===== src/rtl/drone_pwm_pkg.sv =====
// Shared constants and FSM encoding for the RC/ESC pulse writer and reader.
package drone_pwm_pkg;

  localparam int TICKS_PER_MS    = 256;
  localparam int PWM_VALUE_WIDTH = 8;

  // Default frame timing; the reader derives its decode limits from these.
  localparam int DEF_TICK_DIV       = 208;
  localparam int DEF_BASE_TICKS     = TICKS_PER_MS;
  localparam int DEF_FRAME_TICKS    = 20 * TICKS_PER_MS;
  localparam int DEF_TIMEOUT_FRAMES = 10;

  localparam logic [1:0] PWM_ST_IDLE = 2'd0;
  localparam logic [1:0] PWM_ST_HIGH = 2'd1;
  localparam logic [1:0] PWM_ST_LOW  = 2'd2;

  typedef enum logic [1:0] {
    IDLE = PWM_ST_IDLE,
    HIGH = PWM_ST_HIGH,
    LOW  = PWM_ST_LOW
  } pwm_state_e;

endpackage


===== src/rtl/tick_prescaler.sv =====
// Divides sys_clk into a one-cycle tick enable every TICK_DIV cycles.
module tick_prescaler
  import drone_pwm_pkg::*;
#(
  parameter int TICK_DIV = DEF_TICK_DIV
) (
  input  logic sys_clk,
  input  logic sys_rst,
  output logic tick_en
);

  localparam int CW = (TICK_DIV > 1) ? $clog2(TICK_DIV) : 1;
  localparam logic [CW-1:0] LAST = CW'(TICK_DIV - 1);

  logic [CW-1:0] r_cnt;

  always_ff @(posedge sys_clk) begin
    if (sys_rst) begin
      r_cnt <= '0;
    end else if (r_cnt == LAST) begin
      r_cnt <= '0;
    end else begin
      r_cnt <= r_cnt + CW'(1);
    end
  end

  // Enable lands on the TICK_DIV-th cycle after reset release.
  assign tick_en = (r_cnt == LAST);

endmodule


===== src/rtl/esc_pwm_writer.sv =====
// Servo/ESC pulse generator: (BASE_TICKS + value) tick pulse every FRAME_TICKS, with arm and failsafe.
module esc_pwm_writer
  import drone_pwm_pkg::*;
#(
  parameter int VALUE_WIDTH    = PWM_VALUE_WIDTH,
  parameter int TICK_DIV       = DEF_TICK_DIV,
  parameter int BASE_TICKS     = DEF_BASE_TICKS,
  parameter int FRAME_TICKS    = DEF_FRAME_TICKS,
  parameter int TIMEOUT_FRAMES = DEF_TIMEOUT_FRAMES
) (
  input  logic                   sys_clk,
  input  logic                   sys_rst,
  input  logic                   cmd_valid,
  input  logic [VALUE_WIDTH-1:0] cmd_data,
  output logic                   cmd_ready,
  input  logic                   arm,
  output logic                   pwm_out,
  output logic                   frame_strobe,
  output logic                   timeout
);

  localparam int TW = $clog2(FRAME_TICKS + 1);
  localparam int FW = $clog2(TIMEOUT_FRAMES + 1);
  localparam logic [TW-1:0] BASE_T  = TW'(BASE_TICKS);
  localparam logic [TW-1:0] FRAME_T = TW'(FRAME_TICKS);
  localparam logic [FW-1:0] TO_LIM  = FW'(TIMEOUT_FRAMES);

  function automatic logic [TW-1:0] pulse_end(input logic [VALUE_WIDTH-1:0] v);
    return BASE_T + TW'(v);
  endfunction

  function automatic logic [FW-1:0] sat_inc(input logic [FW-1:0] c);
    return (c >= TO_LIM) ? c : c + FW'(1);
  endfunction

  pwm_state_e             r_state;
  pwm_state_e             w_state_nxt;
  logic [TW-1:0]          r_tick_cnt;
  logic [TW-1:0]          w_cnt_inc;
  logic [VALUE_WIDTH-1:0] r_pend;
  logic [VALUE_WIDTH-1:0] r_act;
  logic [VALUE_WIDTH-1:0] w_pend_src;
  logic [FW-1:0]          r_frames;
  logic [FW-1:0]          w_frames_inc;
  logic                   r_timeout;
  logic                   w_timeout_fs;
  logic                   r_pwm;
  logic                   r_strobe;
  logic                   w_tick_en;
  logic                   w_accept;
  logic                   w_frame_start;

  tick_prescaler #(
    .TICK_DIV (TICK_DIV)
  ) u_prescaler (
    .sys_clk (sys_clk),
    .sys_rst (sys_rst),
    .tick_en (w_tick_en)
  );

  assign cmd_ready = ~sys_rst;
  assign w_accept  = cmd_valid & cmd_ready;
  assign w_cnt_inc = r_tick_cnt + TW'(1);

  always_comb begin
    w_state_nxt   = r_state;
    w_frame_start = 1'b0;
    if (w_tick_en) begin
      case (r_state)
        IDLE: begin
          w_state_nxt   = HIGH;
          w_frame_start = 1'b1;
        end
        HIGH: begin
          if (w_cnt_inc == pulse_end(r_act)) w_state_nxt = LOW;
        end
        LOW: begin
          if (w_cnt_inc == FRAME_T) begin
            w_state_nxt   = HIGH;
            w_frame_start = 1'b1;
          end
        end
        default: w_state_nxt = IDLE;
      endcase
    end
  end

  // A write landing on the frame-start cycle is bypassed and counts as fresh.
  assign w_pend_src   = w_accept ? cmd_data : r_pend;
  assign w_frames_inc = sat_inc(r_frames);
  assign w_timeout_fs = ~w_accept & (r_timeout | (w_frames_inc == TO_LIM));

  always_ff @(posedge sys_clk) begin
    if (sys_rst) begin
      r_state    <= IDLE;
      r_tick_cnt <= '0;
      r_pend     <= '0;
      r_act      <= '0;
      r_frames   <= '0;
      r_timeout  <= 1'b1;
      r_pwm      <= 1'b0;
      r_strobe   <= 1'b0;
    end else begin
      r_state  <= w_state_nxt;
      r_pwm    <= (w_state_nxt == HIGH);
      r_strobe <= w_frame_start;
      if (w_tick_en) r_tick_cnt <= w_frame_start ? '0 : w_cnt_inc;
      if (w_accept) r_pend <= cmd_data;
      if (w_frame_start) begin
        r_act     <= (arm & ~w_timeout_fs) ? w_pend_src : '0;
        r_frames  <= w_accept ? '0 : w_frames_inc;
        r_timeout <= w_timeout_fs;
      end else if (w_accept) begin
        r_frames  <= '0;
        r_timeout <= 1'b0;
      end
    end
  end

  assign pwm_out      = r_pwm;
  assign frame_strobe = r_strobe;
  assign timeout      = r_timeout;

endmodule

===== config.mk =====
export PLATFORM = sky130hd
export DESIGN_NAME = esc_pwm_writer
export DESIGN_NICKNAME = d
export VERILOG_FILES = /design/src/rtl/drone_pwm_pkg.sv /design/src/rtl/tick_prescaler.sv /design/src/rtl/esc_pwm_writer.sv
export SDC_FILE = /design/constraint.sdc
export NUM_CORES = 1
export LEC_CHECK = 0
export ABC_AREA = 1
export CORE_ASPECT_RATIO = 0.7
export CORE_MARGIN = 2
export CORE_UTILIZATION = 66
export CTS_BUF_LIST = sky130_fd_sc_hd__clkbuf_4 sky130_fd_sc_hd__clkbuf_8
export CTS_CLUSTER_SIZE = 28
export DETAILED_ROUTE_END_ITERATION = 16
export GPL_ROUTABILITY_DRIVEN = 0
export PLACE_DENSITY = 0.88
export SLEW_MARGIN = 20
export SYNTH_ARGS = -nofsm -noshare
export SYNTH_HDL_FRONTEND = slang
export SYNTH_SLANG_ARGS = --single-unit
export TNS_END_PERCENT = 50

===== constraint.sdc =====
create_clock -name sys_clk -period 3.75 [get_ports sys_clk]
set_clock_uncertainty 0.2 [all_clocks]
set_input_delay 0.5625 -clock sys_clk [delete_from_list [all_inputs] [get_ports sys_clk]]
set_output_delay 0.5625 -clock sys_clk [all_outputs]
set_load 0.005 [all_outputs]

== Yosys cells after proc, flatten, opt, wreduce, memory -nomap -nowiden ==
Cells that the tools add are included.

* Magnitude comparators: 1
* Reduce and logical (&&, ||, !) cells: 3
* Multiplexer cells: 16
* Eq/ne operators: 7
* Divide/modulo/power cells: 0
* Bitwise operators: 7
* $mul: 0
* Shifts and indexed selects: 0
* Add/subtract/negate cells: 4

{| class="wikitable"
|+ Operators by type and width
! cell !! number
|-
| 4-bit two-way mux || 4
|-
| 8-bit two-way mux || 2
|-
| 13-bit by 1-bit adder with 13-bit output (second input constant) || 1
|-
| 13-bit by 10-bit equality test with 1-bit output || 1
|-
| 13-bit equality test (second input constant) || 1
|-
| 13-bit two-way mux || 1
|-
| 9-bit by 8-bit adder with 10-bit output (first input constant) || 1
|-
| 8-bit by 1-bit adder with 8-bit output (second input constant) || 1
|-
| 8-bit equality test (second input constant) || 1
|-
| 2-bit two-way mux || 3
|-
| 2-bit one-hot mux with 3 select lines || 1
|-
| 4-bit by 1-bit adder with 4-bit output (second input constant) || 1
|-
| 2-bit by 1-bit equality test with 1-bit output (second input constant) || 2
|-
| 4-bit equality test (second input constant) || 1
|-
| 4-bit greater-or-equal comparator (second input constant) || 1
|-
| 1-bit two-way mux || 4
|-
| 1-bit bitwise AND || 3
|-
| 1-bit inverter || 3
|-
| 2-bit equality test (second input constant) || 1
|-
| 2-bit logical NOT || 1
|-
| 1-bit one-hot mux with 2 select lines || 1
|-
| 2-bit nonzero test || 1
|-
| 2-bit OR reduction || 1
|-
| 1-bit OR || 1
|}

* Bits of input ports: 12
* Bits in writable memories: 0
* Output and inout port bits: 4
* Flip-flop bits (word level): 46
* Bits in latches: 0
* Logic and storage cells: 47
* Memories: 0
* Bits in read-only memories: 0

== Longest topological paths before layout ==
* Word-level depth: 8
* Depth in mapped cells: 16
* Mapped depth without buffers: 15

== Cells and area by module ==
From an unflattened synthesis, not the netlist that was laid out.

* Cells, all modules: 359
* Area, all modules: 2,453.6 um^2

{| class="wikitable"
|+ Modules (own cells, without submodules)
! module !! area each (um^2) !! seq. area each (um^2) !! instances !! cells each
|-
| esc_pwm_writer || 2,055.7 || 760.7 || 1 || 298
|-
| tick_prescaler || 397.9 || 160.2 || 1 || 61
|}

== Worst setup path after synthesis ==
No wires, ideal clock.

* Path type: register to register
* Start point: register r_tick_cnt[1]
* End point: register r_act[5]
* Data arrival time: 1,804 ps
* Cell stages (with the launch flop): 16
* Path slack: 1,634 ps
* Path buffers: 1
* Setup time: 112 ps
* Required time: 3,438 ps
* Period minus slack after synthesis: 2,116 ps
* Cell sequence: dfxtp_1 > ha_1 > nand2_2 > nor2_4 > nand2_1 > xor2_1 > nand2_1 > nor2_1 > nand2_1 > nand2_4 > nand3_4 > nand2_8 > inv_4 > buf_6 > nand2_1 > nand2_1

* Longest elaborated chain between the ends: 5

{| class="wikitable"
|+ Ends and longest elaborated chain
! item !! line !! text
|-
| from (decl) || esc_pwm_writer.sv:38 || <nowiki>logic [TW-1:0] r_tick_cnt;</nowiki>
|-
| from (signal assigned) || esc_pwm_writer.sv:107 || <nowiki>if (w_tick_en) r_tick_cnt <= w_frame_start ? '0 : w_cnt_inc;</nowiki>
|-
| 13-bit by 1-bit adder with 13-bit output || esc_pwm_writer.sv:63 || <nowiki>assign w_cnt_inc = r_tick_cnt + TW'(1);</nowiki>
|-
| 13-bit equality test || esc_pwm_writer.sv:78 || <nowiki>if (w_cnt_inc == FRAME_T) begin</nowiki>
|-
| 1-bit two-way mux || esc_pwm_writer.sv:78 ||
|-
| 1-bit one-hot mux with 2 select lines || esc_pwm_writer.sv:69 || <nowiki>case (r_state)</nowiki>
|-
| 1-bit two-way mux || esc_pwm_writer.sv:68 || <nowiki>if (w_tick_en) begin</nowiki>
|-
| to (signal assigned) || esc_pwm_writer.sv:110 || <nowiki>r_act <= (arm & ~w_timeout_fs) ? w_pend_src : '0;</nowiki>
|-
| to (decl) || esc_pwm_writer.sv:41 || <nowiki>logic [VALUE_WIDTH-1:0] r_act;</nowiki>
|}

No other way between the ends.
A chain may end at the register's enable or synchronous reset.

== Final worst setup path ==
* Start point: input sys_rst
* End point: output cmd_ready

* Longest elaborated chain between the ends: 1

{| class="wikitable"
|+ Ends and longest elaborated chain
! item !! line !! text
|-
| from (decl) || esc_pwm_writer.sv:12 || <nowiki>input logic sys_rst,</nowiki>
|-
| 1-bit inverter || esc_pwm_writer.sv:61 || <nowiki>assign cmd_ready = ~sys_rst;</nowiki>
|-
| to (decl) || esc_pwm_writer.sv:15 || <nowiki>output logic cmd_ready,</nowiki>
|}

No other way between the ends.

==> impl_metrics.toml <==
[run_status]
status = "finished, final reports clean"

[timing]
post-route-period-util = 0.807
worstMarginPinSlew_ps = 476
finalSetupViolCount = 0
hold_viol = 0
report.final.slew_viol_count = 0
grt_setup_unrepaired = "false"
max_freq_mhz = 331
slew_headroom = 0.681
holdWs_ps = 259
period_minus_slack_ps = 3030
fin_tns_setup_ps = 0

[global_route]
grt_pass1_wl_mm = 9.12
globalRouteOverflowTotal = 0
grt_max_degree = 21
antenna_found_initial = 0
grt_pass1_vias = 1991
grt_util_all_layers = 0.283

[logic_synthesis]
synth_area_sq_mm = 0.00243
syn_inst = 364
syn_avg_cell_area_sq_um = 6.67
yosysWarningCount = 0
yosysUniqueCellTypes = 31
yosys.area.top_type_share = 0.379
ys_seq_area_frac = 0.379
ys_ff_latch = 46
yosys-top-cells-area = "dfxtp_1, nand2_1, inv_1"
synth_area_leader_cell = "dfxtp_1"
synth_nets = 380

[floorplanning]
die_height_um = 54.8
die_area_sq_mm = 0.00419
design.core.area_sq_mm = 0.00351
die_w_um = 76.5
start_util = 0.691
io_pins = 16
rows = 18

[pwr]
finalPower_uw = 857
power.density_mw_per_mm2 = 318
vdd_drop_max_mv = 0.229
leakagePower_uw = 0.00122

[placement]
hpwlAfterDp_mm = 4.01
dp.cells = 423
portBuffers = 15

[finish]
syn2layout_area_growth_pct = 11.2
num-nets-final = 396
stdcell_count = 431
final_cell_mix = "nand2_1, inv_1, dfxtp_1"
drive_above_1_share = 0.0682
layout_commonest_cell = "nand2_1"
antennaDiodeCount = 0
nFillCells = 288

[worst_setup_path]
cp-start-kind = "primary input"
cp_max_fo = 13
critPathBufInv = 3
setup.worst_path.end_class = "output port"
path_cells = "clkdlybuf4s50_1 -> inv_1 -> clkdlybuf4s50_1"
crit_slowest_cell = "clkdlybuf4s50_1"
r2r_setup_slack_ps = 1120
cp_top_family = "buffers and inverters"
crit_top_cell = "clkdlybuf4s50_1"
critPathLaunch = "sys_rst"
worst-setup-path-type = "primary input to output port"
crit_path_max_incr_delay_ps = 640
r2r-start = "u_prescaler.r_cnt[0]"
worstPathRequired_ps = 2990
cp_data_arrival_time_ps = 2260

[clocking]
insertion_delay_ps = 300
cts_tree = "done"
clock-sinks = 46
ctsLongestPathBuffers = 2
htreeDepth = 2
cts_resized = 0
postCtsHoldBufs = 0
cts_buffers = 5
postCtsSetupRepairBufs = 0
path_clk_slew_ps = 90
root_buffer = "clkbuf_8"

[detailed_routing]
drc = 0
drt_iter0_drc = 279
ant_nets = 0
drt-vias-per-instance = 5.42
routed_wl_mm = 5.42
num_vias = 2335
dr.pass1.iters = 5
wl_per_cell_um = 12.6

[job]
max-cap-violations = 0

[min_path]
hold_path.class = "register to register"
min_from = "u_prescaler.r_cnt[0]"
path summary, 6_finish.rpt:
check / to / cells after the start
setup / recovery: cmd_ready / 3
setup reg to reg: r_act[7] / 13
hold reg to reg: u_prescaler.r_cnt[0] / 1
hold / removal: u_prescaler.r_cnt[0] / 1
layer usage:
layer,part of all wire,vias up,global-route usage
met5,0,-,0
met4,0.015,0,0.0758
met3,0.070,15,0.0512
met2,0.44,106,0.473
met1,0.48,1037,0.386
li1,-,1177,-
power breakdown:
part / total [uW] / internal (uW) / switching (uW) / leakage (uW)
clock network: 312 / 133 / 178 / 0.0000408
registers: 499 / 496 / 3.54 / 0.000373
logic: 46.5 / 20.7 / 25.8 / 0.000809
total: 857 / 650 / 208 / 0.00122
cell families (layout without fill, tap and decap cells):
group | after synthesis | in the layout | synth area share
simple gates | 206 | 206 | 0.382
flops | 46 | 46 | 0.379
buf+inv | 63 | 80 | 0.105
mux | 2 | 2 | 0.00824
fa+ha+maj | 4 | 4 | 0.0206
xor+xnor | 6 | 6 | 0.0216
compound gates | 37 | 37 | 0.0840
state kept, by name, indices dropped and copies added, names as in the netlist:
register           flops
r_pend                 8
u_prescaler.r_cnt      8
timeout                1
r_state                2
pwm_out                1
r_act                  8
r_frames               4
r_tick_cnt            13
frame_strobe           1
final cells by class:
| cell class | instances | area (sq um) | area share |
|---|---|---|---|
| multi-input cells | 255 | 1250 | 0.464 |
| inverters | 56 | 213 | 0.0788 |
| repair buffers | 16 | 158 | 0.0584 |
| clock inverters | 3 | 23.8 | 0.00880 |
| flip-flops and latches | 46 | 921 | 0.341 |
| clock buffers | 5 | 68.8 | 0.0255 |
| well taps | 50 | 62.6 | 0.0232 |
synthesized netlist by cell type (all sizes together):
master / instances
a21oi: 18
buf: 2
xor2: 5
mux2i: 2
ha: 4
inv: 55
clkinv: 1
a31oi: 1
clkbuf: 5
nor3b: 1
dfxtp: 46
nor3: 4
nand3b: 1
nand3: 28
o21ai: 17
nand2: 119
nand4: 13
xnor2: 1
nor2: 39
or2: 1
o21bai: 1
stage by stage:
stage                      util  setup WS, ps  cell area, sq um
after floorplan               -          1630              2430
after global placement    0.742           780              2610
after detailed placement  0.742           665              2610
after CTS                 0.769           737              2700
after global routing      0.769           628              2700
final                     0.769           724              2700
No activity file was read; power rests on OpenSTA's default activity.
